$ cat src/rtl/pc_sequencer.sv
// pc_sequencer: program-counter sequencer with an optional circular return-address stack.
// Next PC priority: RESET > STALL > RET > CALL > branch condition > PC + 4.
// Define PC_SEQUENCER_RAS_EN to build the return-address stack; without it CALL acts as
// a plain jump, RET is ignored and the stack status outputs are constant.
module pc_sequencer #(
  parameter int unsigned   AW           = 32,
  parameter int unsigned   OFS_W        = 8,
  parameter int unsigned   RAS_DEPTH    = 4,
  parameter logic [AW-1:0] RESET_VECTOR = '0
) (
  input  logic             CLK,
  input  logic             RESET,
  input  logic             STALL,
  input  logic             BRANCH,
  input  logic             JUMP,
  input  logic             ZERO,
  input  logic             CALL,
  input  logic             RET,
  input  logic [OFS_W-1:0] OFFSET,
  output logic [AW-1:0]    PC,
  output logic [AW-1:0]    PC_4,
  output logic             TAKEN,
  output logic             RAS_FULL,
  output logic             RAS_EMPTY,
  output logic             RAS_ERR
);

  logic [AW-1:0] r_pc;
  logic [AW-1:0] w_pc_d;
  logic [AW-1:0] w_pc_4;
  logic [AW-1:0] w_ofs_sx;
  logic [AW-1:0] w_target;
  logic          w_cond;
  logic          w_taken;

  assign w_pc_4   = r_pc + AW'(4);
  // Size cast of a signed operand sign-extends the word offset to AW bits.
  assign w_ofs_sx = AW'($signed(OFFSET));
  assign w_target = w_pc_4 + (w_ofs_sx << 2);
  // beq: JUMP=0 takes on zero; bne: JUMP=1 inverts; plain jump: BRANCH=0, JUMP=1.
  assign w_cond   = JUMP ^ (BRANCH & ZERO);

`ifdef PC_SEQUENCER_RAS_EN

  localparam int unsigned PW       = $clog2(RAS_DEPTH);
  localparam logic [PW:0] FULL_CNT = (PW+1)'(RAS_DEPTH);
  localparam logic [PW-1:0] PTR_ONE = PW'(1);
  localparam logic [PW:0]   CNT_ONE = (PW+1)'(1);

  // r_wp is the next write slot; the top entry sits just below it (mod depth).
  logic [AW-1:0] r_stack [RAS_DEPTH];
  logic [PW-1:0] r_wp;
  logic [PW-1:0] w_wp_d;
  logic [PW-1:0] w_top_idx;
  logic [PW-1:0] w_widx;
  logic [PW:0]   r_cnt;
  logic [PW:0]   w_cnt_d;
  logic          r_err;
  logic          w_err_d;
  logic          w_we;
  logic          w_empty;
  logic          w_full;
  logic [AW-1:0] w_top;

  assign w_top_idx = r_wp - PTR_ONE;
  assign w_top     = r_stack[w_top_idx];
  assign w_empty   = (r_cnt == '0);
  assign w_full    = (r_cnt == FULL_CNT);

  // Next PC, stack pointer/count/error and the single stack write port.
  always_comb begin
    w_pc_d  = w_pc_4;
    w_taken = 1'b0;
    w_wp_d  = r_wp;
    w_cnt_d = r_cnt;
    w_err_d = r_err;
    w_we    = 1'b0;
    w_widx  = r_wp;
    if (STALL) begin
      w_pc_d = r_pc;
    end else if (RET) begin
      if (!w_empty) begin
        w_pc_d  = w_top;
        w_taken = 1'b1;
        if (CALL) begin
          // Pop and push in one go: overwrite the top in place.
          w_we   = 1'b1;
          w_widx = w_top_idx;
        end else begin
          w_wp_d  = w_top_idx;
          w_cnt_d = r_cnt - CNT_ONE;
        end
      end else begin
        // Underflow falls through sequentially; a paired CALL still pushes.
        w_err_d = 1'b1;
        if (CALL) begin
          w_we    = 1'b1;
          w_wp_d  = r_wp + PTR_ONE;
          w_cnt_d = r_cnt + CNT_ONE;
        end
      end
    end else if (CALL) begin
      w_pc_d  = w_target;
      w_taken = 1'b1;
      w_we    = 1'b1;
      w_wp_d  = r_wp + PTR_ONE;
      // When full the write lands on the oldest slot and the count saturates.
      if (w_full) begin
        w_err_d = 1'b1;
      end else begin
        w_cnt_d = r_cnt + CNT_ONE;
      end
    end else if (w_cond) begin
      w_pc_d  = w_target;
      w_taken = 1'b1;
    end
  end

  // Stack bookkeeping registers.
  always_ff @(posedge CLK) begin
    if (RESET) begin
      r_wp  <= '0;
      r_cnt <= '0;
      r_err <= 1'b0;
    end else begin
      r_wp  <= w_wp_d;
      r_cnt <= w_cnt_d;
      r_err <= w_err_d;
    end
  end

  // Stack storage; contents are don't-care after reset so it has no reset.
  always_ff @(posedge CLK) begin
    if (!RESET && w_we) begin
      r_stack[w_widx] <= w_pc_4;
    end
  end

  assign RAS_FULL  = w_full;
  assign RAS_EMPTY = w_empty;
  assign RAS_ERR   = r_err;

`else

  logic w_unused_ret;

  assign w_unused_ret = RET;

  // Without the stack CALL is an unconditional jump and RET has no effect.
  always_comb begin
    w_pc_d  = w_pc_4;
    w_taken = 1'b0;
    if (STALL) begin
      w_pc_d = r_pc;
    end else if (CALL || w_cond) begin
      w_pc_d  = w_target;
      w_taken = 1'b1;
    end
  end

  assign RAS_FULL  = 1'b0;
  assign RAS_EMPTY = 1'b1;
  assign RAS_ERR   = 1'b0;

`endif

  // Program-counter register.
  always_ff @(posedge CLK) begin
    if (RESET) begin
      r_pc <= RESET_VECTOR;
    end else begin
      r_pc <= w_pc_d;
    end
  end

  assign PC    = r_pc;
  assign PC_4  = w_pc_4;
  assign TAKEN = w_taken;

endmodule

$ cat config.mk
export PLATFORM = sky130hd
export DESIGN_NAME = pc_sequencer
export DESIGN_NICKNAME = d
export VERILOG_FILES = /design/src/rtl/pc_sequencer.sv
export SDC_FILE = /design/constraint.sdc
export NUM_CORES = 1
export LEC_CHECK = 0
export ABC_AREA = 1
export ABC_CLOCK_PERIOD_IN_PS = 5800
export BUFFER_PORTS_ARGS = -buffer_cell sky130_fd_sc_hd__buf_2
export CAP_MARGIN = 15
export CORE_MARGIN = 2
export CORE_UTILIZATION = 62
export CTS_CLUSTER_DIAMETER = 60
export DETAILED_ROUTE_END_ITERATION = 6
export GPL_ROUTABILITY_DRIVEN = 0
export PLACE_DENSITY_LB_ADDON = 0.3
export REMOVE_ABC_BUFFERS = 1
export SKIP_CTS_REPAIR_TIMING = 1
export SLEW_MARGIN = 20
export SYNTH_ARGS = -nofsm -noshare
export SYNTH_HDL_FRONTEND = slang
export SYNTH_SLANG_ARGS = --single-unit
$ cat constraint.sdc
create_clock -name CLK -period 5.8 [get_ports CLK]
set_input_delay 0.58 -clock CLK [delete_from_list [all_inputs] [get_ports CLK]]
set_output_delay 0.58 -clock CLK [all_outputs]
set_load 0.05 [all_outputs]
# Word level (Yosys, flattened, before mapping)

Index checks and enable logic that the tools add are counted.
W data, S select, Z words.

Register bits: 32
Bits of input ports: 16
Output and inout bits: 68
Word-level logic and storage cells: 9

Add/sub/neg operators: 2
Mux-type cells: 3
Bitwise gates (word level): 2
Reduce and logical (&&, ||, !) cells: 1

Operator list:

| operator                | count |
|---|---|
| $add A32 B3 Y32 const B | 1 |
| $add A32 B32 Y32        | 1 |
| $mux W32                | 1 |
| $mux W1                 | 2 |
| $and A1 B1 Y1           | 1 |
| $logic_or A1 B1 Y1      | 1 |
| $xor A1 B1 Y1           | 1 |

# Longest topological paths before layout

Gate-level depths: netlist of the first run.

Depth after elaboration: 5
Depth in mapped cells: 23
Depth with buffers taken out: 23

# Worst setup path after synthesis of the first run

Ideal clock, no wire load.

Kind: flip-flop to flip-flop
Start point: register r_pc[2], in the netlist PC[2]
End point: register r_pc[29], in the netlist PC[29]
Arrival time: 3.761 ns
Slack: 1.920 ns
Cell stages (with the launch flop): 17
Buffers on the path: 1
Clock period less this slack: 3.880 ns
Path through: dfxtp_1 ha_1 nand2_2 nor2_1 nand2_1 nor2_1 xor2_1 ha_1 buf_2 a21oi_1 o21bai_1 a21oi_1 nor2_1 nor2_1 a21oi_1 nor2_1 nor2_1

Word-level cells in the longest chain between the ends: 3

Ends and longest elaborated chain:

| item                     | line | RTL |
|---|---|---|
| start: declaration       | 28   | `logic [AW-1:0] r_pc;` |
| start signal: assignment | 172  | `r_pc <= w_pc_d;` |
| $add A32 B3 Y32          | 36   | `assign w_pc_4 = r_pc + AW'(4);` |
| net PC_4[18]             | 21   | `output logic [AW-1:0] PC_4,` |
| $add A32 B32 Y32         | 39   | `assign w_target = w_pc_4 + (w_ofs_sx << 2);` |
| $mux W32                 | 155  | `end else if (CALL \|\| w_cond) begin` |

The timed path passes the listed nets, and every way through them passes these cells.
A chain may end at the register's enable or synchronous reset.

# Worst setup path in the final report of the first run

Start point: register r_pc[2], in the netlist PC[2]
End point: register r_pc[30], in the netlist PC[30]

Word-level cells in the longest chain between the ends: 3

Ends and longest elaborated chain:

| item              | line |
|---|---|
| $add A32 B3 Y32 * | 36 |
| $add A32 B32 Y32  | 39 |
| $mux W32 *        | 155 |

Every way passes the cells marked *; elsewhere a longest branch is shown, timed or not.

==> flow_summary.yaml, run 1 <==
run_status:
  outcome: "finished clean"
grt:
  grt_pass1_vias: 4697
  antenna_found_initial: 0
  grt_overflow: 0
  track_usage: 0.365
  grt_max_degree: 32
  grt_pass1_wl_um: 22300
finish:
  fin_area_um2: 4880
  area_delta_synth_final_pct: 11.9
  stdcell_count: 932
  largest_reg_flops: 30
  fillers: 614
  multi_input_area_um2: 3170
  final-seq-area_um2: 601
  fin_util: 0.718
  antenna_cells: 0
  layout-drive-gt1-share: 0.141
  fin_nets: 888
critical_path:
  cp_slowest_cell: "dfxtp_1"
  rr_startpoint: "PC[2]"
  worstSetupStartpointType: "register"
  required_ps: 5990
  critPathTopFamily: "simple AND/OR/NAND/NOR gates"
  r2r_end: "PC[30]"
  slowest_delay_ps: 460
  path_depth: 19
  path_buf_inv: 3
  crit_end: "PC[30]"
  r2r_setup_slack_ps: 2270
  crit_start: "PC[2]"
  worst_setup_path_end_kind: "register"
  path_cells: "ha_1 -> nand2_2 -> nor3_4 -> nand2_2 -> nor2_2 -> nand2_1 -> xor2_1 -> inv_1 -> ha_1 -> nand2_1 -> inv_1 -> nand3_1 -> nor3_1 -> nand2_1 -> or2_1 -> nand3_1 -> nand3_1 -> nand2_1 -> inv_1"
  critPathMostFrequentCell: "nand2_1"
  critical_path_arrival_ps: 3720
  rr_worst_depth: 19
  path_class: "register to register"
  cp_max_fo: 7
place:
  dp_hpwl_um: 10900
  placed_area_um2: 4790
  portBuffers: 75
  dp_cells: 924
routing:
  via_per_inst: 5.59
  vias: 5208
  drt_iter0_markers: 439
  wirelength_um: 13600
  detail-route-antenna-nets: 0
  wire_per_inst_um: 14.6
  first_pass_iters: 6
  drcViolationCount: 0
timing:
  fin_setup_tns_ps: 0
  period_share: 0.608
  slew_headroom: 0.581
  finalCriticalPeriod_ps: 3530
  max_freq_ghz: 0.283
  setup_violations: 0
  fin_skew_ps: 9.50
  worst_pin_slew_ps: 628
  rsz0062_at_grt: "no"
  slew_viol_final: 0
  hold_viol_final: 0
yosys:
  synthTopCellsByArea: "nand2_1 19%, dfxtp_1 14%, inv_1 11%"
  synthArstFlopShare: 0
  synth_area_um2: 4360
  synth_common_cells: "218 x nand2_1, 129 x inv_1, 78 x nor2_1"
  ys_seq_elements: 30
  ys_seq_area_frac: 0.138
  yosys.area.top_type_share: 0.188
  ys_types: 43
  syn_avg_cell_area_um2: 5.71
  yosys.area.top_type: "nand2_1"
  yosys_warnings: 0
  synth.most_common_cell: "nand2_1"
  syn_inst: 764
  ys.flop_type: "dfxtp_1"
  synth_edf_count: 0
floorplan:
  ioPinCount: 84
  die_y_um: 87.9
  fp.dieW_um: 87.9
  core_area_um2: 6790
  initial_utilization: 0.642
  num_rows: 30
  die_area_um2: 7720
cts:
  clk-insertion-delay-late_ps: 290
  cts.clk_slew.worst_paths_ps: 70
  cts.path.max_buffers: 2
  cts_buffers: 5
  cts_root_buffer: "clkbuf_8"
  cts.sinks: 30
  ctsHtreeMaxLevel: 2
  cts_tree: "yes"
power:
  ir_drop_uv: 133
  power_density_nw_per_um2: 227
  p_leak_nw: 2.77
worst_hold_path:
  hp-class: "register to register"
run:
  drv_cap: 0
==> routing by layer <==
layer / vias up / GRT usage / part of all wire
met2: 292 / 0.605 / 0.45
met5: - / 0 / 0
met4: 0 / 0.101 / 0.021
met3: 31 / 0.0434 / 0.12
met1: 2327 / 0.500 / 0.41
li1: 2558 / - / -
==> through the flow <==
| stage | power [mW] | worst slack [ps] | hold WS (ps) |
|---|---|---|---|
| finish | 1.11 | 2270 | 599 |
| global route | 1.18 | 1970 | 632 |
| CTS | 1.09 | 2350 | 597 |
| detailed placement | 0.911 | 2400 | 579 |
| global placement | 0.896 | 2520 | 585 |
| floorplan | 0.756 | 1970 | 649 |
==> cell type report <==
cell class,instances,share of cell area
Tap cell,96,0.0246
Clock buffer,7,0.0177
Sequential cell,30,0.123
Multi-Input combinational cell,585,0.650
Clock inverter,1,0.00103
Timing Repair Buffer,76,0.0785
Inverter,137,0.105
==> cell usage in the layout (no fill, tap or decap), types with 2 or more instances in the layout <==
master	synthesis	layout
a211oi_2	2	2
nand3_1	51	51
dfxtp_1	30	30
o22ai_1	3	3
nor3_1	9	9
a21oi_1	49	49
inv_1	129	129
o21ai_0	22	22
o211ai_1	4	4
nand4_1	15	15
a31oi_1	2	2
buf_2	4	75
or2_1	2	2
o21ai_1	3	3
ha_1	36	36
inv_2	6	6
nand3b_1	3	3
clkinv_1	2	2
xnor2_1	3	3
nor2_1	78	78
conb_1	2	7
and2_1	4	4
nor2_2	4	4
nand2_1	218	218
xor2_1	26	26
o221ai_1	4	4
nor2_4	6	6
o21bai_1	10	10
clkbuf_8	0	6
nand2_2	8	8
nor3_2	5	5
==> how the worst min path moves through the flow <==
| stage | start | end | slack, ps | cells after the start |
|---|---|---|---|---|
| after floorplan | RESET | PC[17] | 650 | 1 |
| after global placement | PC[4] | PC[4] | 580 | 2 |
| after detailed placement | PC[4] | PC[4] | 580 | 2 |
| after CTS | PC[4] | PC[4] | 600 | 2 |
| after global routing | PC[4] | PC[4] | 630 | 2 |
| final | PC[4] | PC[4] | 600 | 2 |
==> logic make-up after synthesis <==
kind of cell | after synthesis | synth area share
and+or+nand+nor | 409 | 0.415
adders and majority gates | 37 | 0.108
buffers and inverters | 154 | 0.140
xor gates and xnor gates | 30 | 0.0620
other | 2 | 0.00172
AOI/OAI and AO/OA | 102 | 0.135
DFF | 30 | 0.138
==> report_power, final <==
part	internal (mW)	switching [mW]	leakage, nW	total [mW]
sequential	0.230	0.0347	0.249	0.264
combinational	0.175	0.484	2.47	0.659
clock	0.0958	0.0885	0.0482	0.184
total	0.500	0.608	2.77	1.11
==> worst min-delay path: cells and delay by family, from the launching register on <==
| family | cells | cell delay [ps] |
|---|---|---|
| AOI/OAI and AO/OA | 1 | 80 |
| DFF | 1 | 380 |
| and+or+nand+nor | 1 | 90 |
No activity file was read; power rests on OpenSTA's default activity.
==> run 2: changes to the inputs <==
--- a/config.mk
+++ b/config.mk
@@ -5,12 +5,12 @@
 export SDC_FILE = /design/constraint.sdc
 export NUM_CORES = 1
 export LEC_CHECK = 0
-export ABC_AREA = 1
-export ABC_CLOCK_PERIOD_IN_PS = 5800
+export ABC_AREA = 0
+export ABC_CLOCK_PERIOD_IN_PS = 3500
 export BUFFER_PORTS_ARGS = -buffer_cell sky130_fd_sc_hd__buf_2
 export CAP_MARGIN = 15
 export CORE_MARGIN = 2
-export CORE_UTILIZATION = 62
+export CORE_UTILIZATION = 56
 export CTS_CLUSTER_DIAMETER = 60
 export DETAILED_ROUTE_END_ITERATION = 6
 export GPL_ROUTABILITY_DRIVEN = 0
==> constraint.sdc (replaced) <==
create_clock -name CLK -period 3.5 [get_ports CLK]
set_input_delay 0.35 -clock CLK [delete_from_list [all_inputs] [get_ports CLK]]
set_output_delay 0.35 -clock CLK [all_outputs]
set_load 0.05 [all_outputs]
==> flow_summary.yaml, run 2 <==
finish:
  area_delta_synth_final_pct: 26.5
  fin_util: 0.734
  final-seq-area_um2: 602
  mostFrequentLayoutCells: "75 x buf_2, 59 x a21oi_1, 46 x nand2_1, 46 x buf_4, 42 x nor2_1"
  fin_nets: 659
  fillers: 521
  layout-drive-gt1-share: 0.297
  largest_reg_flops: 30
  antenna_cells: 0
  layout_commonest_cell: "buf_2"
  multi_input_area_um2: 3100
power:
  ir_drop_uv: 280
  power_density_nw_per_um2: 429
  p_leak_nw: 2.19
  power_mw: 2.00
grt:
  grt_max_degree: 32
  antenna_found_initial: 0
  track_usage: 0.313
  grt_pass1_vias: 3968
  grt_pass1_wl_um: 18500
  grt_overflow: 0
routing:
  detail-route-antenna-nets: 0
  wire_per_inst_um: 17.6
  via_per_inst: 6.36
  vias: 4350
  drt_iter0_markers: 455
  first_pass_iters: 7
  wirelength_um: 12000
  drcViolationCount: 0
run:
  drv_cap: 0
yosys:
  synthTopCellsByArea: "dfxtp_1 16%, ha_1 12%, a21oi_1 8.7%"
  yosys.area.top_type_share: 0.163
  syn_inst: 504
  yosys_warnings: 0
  yosys.area.top_type: "dfxtp_1"
  syn_avg_cell_area_um2: 7.31
  ys_seq_area_frac: 0.163
  ys_seq_elements: 30
  ys_types: 64
  synth_area_um2: 3680
  synth_common_cells: "64 x a21oi_1, 46 x nand2_1, 46 x nor2_1"
  ys.flop_type: "dfxtp_1"
  synthArstFlopShare: 0
  synth.most_common_cell: "a21oi_1"
  synth_edf_count: 0
critical_path:
  cp_slowest_cell: "dfxtp_1"
  path_cells: "nand4_1 -> nor2_2 -> buf_4 -> xor2_2 -> ha_1 -> a21oi_1 -> o21ai_1 -> a21o_1 -> a221o_2 -> a21o_2 -> a21oi_4 -> nand4_1 -> a31oi_1"
  cp_max_fo: 5
  path_class: "register to register"
  worstSetupStartpointType: "register"
  required_ps: 3710
  worst_setup_path_end_kind: "register"
  slowest_delay_ps: 450
  critPathMostFrequentCell: "nand4_1"
  critical_path_arrival_ps: 3620
  rr_worst_depth: 13
timing:
  slew_headroom: 0.248
  worst_pin_slew_ps: 1120
  setup_ws_ps: 96.7
  max_freq_ghz: 0.294
  finalCriticalPeriod_ps: 3400
  fin_skew_ps: 8.41
  setup_violations: 0
  hold_viol_final: 0
  slew_viol_final: 0
  rsz0062_at_grt: "yes"
  fin_setup_tns_ps: 0
  period_share: 0.972
run_status:
  outcome: "finished clean"
floorplan:
  fp.dieW_um: 85.1
  die_area_um2: 7240
  die_y_um: 85.1
  ioPinCount: 84
  core_area_um2: 6350
  num_rows: 29
  initial_utilization: 0.580
place:
  dp_hpwl_um: 8620
  dp_slack_ps: -56.2
  portBuffers: 75
worst_hold_path:
  worstHoldPathCells: 2
  hp-class: "input port to register"
cts:
  cts.sinks: 30
  cts_buffers: 5
  clk-insertion-delay-late_ps: 300
  cts_root_buffer: "clkbuf_8"
  cts_tree: "yes"
  cts.path.max_buffers: 2
  cts.clk_slew.worst_paths_ps: 80
  ctsHtreeMaxLevel: 2
run 2: cell count changes in the layout (fill, tap and decap cells not counted), sizes merged, moves of 8 or more:
cell / previous run / this run
nor3: 15 / 3
a31oi: 2 / 11
inv: 135 / 12
o21ai: 25 / 34
nor2: 88 / 46
xor2: 27 / 17
xnor2: 3 / 36
a21o: 1 / 10
nand3: 51 / 22
a21oi: 49 / 64
nand2: 227 / 46
buf: 76 / 121
and3: 1 / 9
run 2: worst max-delay path, delay by kind of cell (launching register included):
kind            cells  cell delay [ps]
compound gates      7             1560
xor+xnor            1              170
fa+ha+maj           1              300
buf+inv             1              170
flops               1              450
simple gates        3              650
run 2: cell families (layout without fill, tap and decap cells):
logic type / after synthesis / in the layout / synth area share
AO/OA/AOI/OAI: 176 / 176 / 0.303
AND/OR/NAND/NOR: 162 / 162 / 0.215
XOR/XNOR: 53 / 53 / 0.133
buffers and inverters: 43 / 141 / 0.0537
adder cells (fa/ha/maj): 37 / 37 / 0.128
flip-flops: 30 / 30 / 0.163
other: 2 / 7 / 0.00204
multiplexers: 1 / 1 / 0.00306
run 2: final cells by class:
type / instances / area share
sequential: 30 / 0.129
tap: 77 / 0.0207
multi-input combinational: 436 / 0.666
clock buffer: 6 / 0.0177
inverter: 12 / 0.00966
clock inverter: 2 / 0.00268
timing repair buffer: 121 / 0.155
run 2: path summary, 6_finish.rpt:
check	to	slack [ps]	start
worst max-delay path	PC[26]	100	PC[5]
worst min-delay path	PC[7]	510	RESET
worst max register to register	PC[26]	100	PC[5]
worst min register to register	PC[27]	510	PC[27]
run 2: power breakdown:
group | internal, mW | switching, mW | total (mW)
Sequential | 0.384 | 0.0626 | 0.447
Combinational | 0.427 | 0.810 | 1.24
Clock | 0.158 | 0.158 | 0.317
run 2: routing by layer:
| layer | track usage | up-vias | wire [um] |
|---|---|---|---|
| li1 | - | 2035 | - |
| met5 | 0 | - | 0 |
| met2 | 0.531 | 227 | 5770 |
| met1 | 0.404 | 2063 | 5030 |
| met4 | 0.113 | 0 | 257 |
| met3 | 0.0447 | 25 | 975 |
run 2: metrics by stage:
| stage | std cells | cell area (um2) | hold WS [ps] |
|---|---|---|---|
| floorplan | 478 | 3550 | 419 |
| global placement | 672 | 4340 | 497 |
| detailed placement | 672 | 4340 | 505 |
| CTS | 680 | 4430 | 484 |
| global route | 684 | 4660 | 519 |
| finish | 684 | 4660 | 509 |
==> run 3: changes to the inputs <==
--- a/config.mk
+++ b/config.mk
@@ -5,12 +5,12 @@
 export SDC_FILE = /design/constraint.sdc
 export NUM_CORES = 1
 export LEC_CHECK = 0
-export ABC_AREA = 0
+export ABC_AREA = 1
 export ABC_CLOCK_PERIOD_IN_PS = 3500
 export BUFFER_PORTS_ARGS = -buffer_cell sky130_fd_sc_hd__buf_2
 export CAP_MARGIN = 15
 export CORE_MARGIN = 2
-export CORE_UTILIZATION = 56
+export CORE_UTILIZATION = 58
 export CTS_CLUSTER_DIAMETER = 60
 export DETAILED_ROUTE_END_ITERATION = 6
 export GPL_ROUTABILITY_DRIVEN = 0
==> flow_summary.yaml, run 3 (synthesis results as in run 1) <==
routing:
  drt_iter0_markers: 466
  first_pass_iters: 5
  wire_per_inst_um: 14.5
  drcViolationCount: 0
  vias: 5204
  via_per_inst: 5.52
  detail-route-antenna-nets: 0
  wirelength_um: 13600
critical_path:
  required_ps: 3690
  critical_path_arrival_ps: 3420
  r2r_setup_slack_ps: 270
  worst_setup_path_end_kind: "register"
  path_class: "register to register"
  crit_start: "PC[3]"
  r2r_end: "PC[24]"
  worstSetupStartpointType: "register"
  rr_startpoint: "PC[3]"
  cp_max_fo: 4
  rr_worst_depth: 17
worst_hold_path:
  worstHoldPathCells: 2
  hp-start: "RESET"
  hp-class: "input port to register"
  hold_end: "PC[21]"
place:
  portBuffers: 75
  dp_hpwl_um: 11100
  placed_area_um2: 4840
timing:
  fin_skew_ps: 7.72
  hold_viol_final: 0
  setup_violations: 0
  slew_viol_final: 0
  worst_pin_slew_ps: 554
  period_share: 0.923
  finalCriticalPeriod_ps: 3230
  max_freq_ghz: 0.309
  rsz0062_at_grt: "no"
  slew_headroom: 0.628
  whs_ps: 467
grt:
  use_met3: 0.0192
  grt_overflow: 0
  gr-usage-met1: 0.449
  grt_pass1_wl_um: 22200
  grt_pass1_vias: 4756
  busiest_layer: "met2"
  grt.met2_usage: 0.552
  grt_max_degree: 23
  track_usage: 0.330
  antenna_found_initial: 0
finish:
  multi_input_area_um2: 3190
  antenna_cells: 0
  fin_nets: 895
  layout_commonest_cell: "nand2_1"
  layout-drive-gt1-share: 0.155
  fin_area_um2: 4960
  final-seq-area_um2: 601
  fillers: 686
  mostFrequentLayoutCells: "218 x nand2_1, 129 x inv_1, 77 x nor2_1"
  largest_reg_flops: 30
  area_delta_synth_final_pct: 13.7
cts:
  cts.clk_slew.worst_paths_ps: 70
  cts.path.max_buffers: 2
  cts_tree: "yes"
  cts_root_buffer: "clkbuf_8"
  cts_buffers: 5
  cts.sinks: 30
  ctsHtreeMaxLevel: 2
  clk-insertion-delay-late_ps: 290
floorplan:
  num_rows: 31
  fp.dieW_um: 90.7
  die_area_um2: 8230
  ioPinCount: 84
  core_area_um2: 7250
  die_y_um: 90.7
  initial_utilization: 0.601
power:
  p_int_mw: 0.840
  power_mw: 1.85
  p_switching_mw: 1.01
  comb_power_share: 0.601
  swShare: 0.546
  p_seq_frac: 0.235
  clkPwrFrac: 0.164
  power_density_nw_per_um2: 373
  p_leak_nw: 2.80
  ir_drop_uv: 161
run:
  drv_cap: 0
run_status:
  outcome: "finished clean"
[run 3: final cells by class]
class / count / area share
Multi-Input combinational cell: 585 / 0.643
Sequential cell: 30 / 0.121
Inverter: 137 / 0.104
Timing Repair Buffer: 83 / 0.0878
Tap cell: 99 / 0.0250
Clock buffer: 6 / 0.0167
Clock inverter: 2 / 0.00252
[run 3: worst max path at each step]
stage | end | slack, ps | cells after the start
2_1_floorplan | PC[29] | -330 | 15
3_3_place_gp | PC[30] | 300 | 19
3_5_place_dp | PC[30] | 220 | 19
4_1_cts | PC[30] | 190 | 19
5_1_grt | PC[30] | 30 | 19
6_report | PC[24] | 270 | 17
[run 3: critical path, stage by stage (launching register included)]
cell,delay [ps]
dfxtp_1,380
ha_2,240
nand2_2,90
nor2_1,200
inv_1,90
nor2_1,250
xor2_1,230
inv_1,100
ha_1,360
nand2_1,170
nor2_2,220
inv_1,80
o21ai_0,230
nand2_1,120
nand4_1,100
nand3_1,150
nand2_1,100
inv_1,40
[run 3: metal layers]
metal,up-vias,share of wire
met3,37,0.11
met5,-,0
met1,2311,0.41
met4,0,0.028
met2,290,0.45
li1,2566,-
[run 3: through the flow]
stage	setup TNS [ps]	instances	worst slack [ps]	utilization
2_1_floorplan	-3750	752	-328	-
3_3_place_gp	0	934	297	0.668
3_5_place_dp	0	934	220	0.668
4_1_cts	0	942	189	0.681
5_1_grt	0	942	26.6	0.683
6_report	0	942	269	0.683
[run 3: power by group through the flow]
stage	Sequential [mW]	Clock (mW)	Combinational, mW
floorplan	0.566	0	0.687
global placement	0.438	0	1.06
detailed placement	0.440	0	1.09
CTS	0.432	0.302	1.09
global route	0.441	0.312	1.21
finish	0.435	0.303	1.11
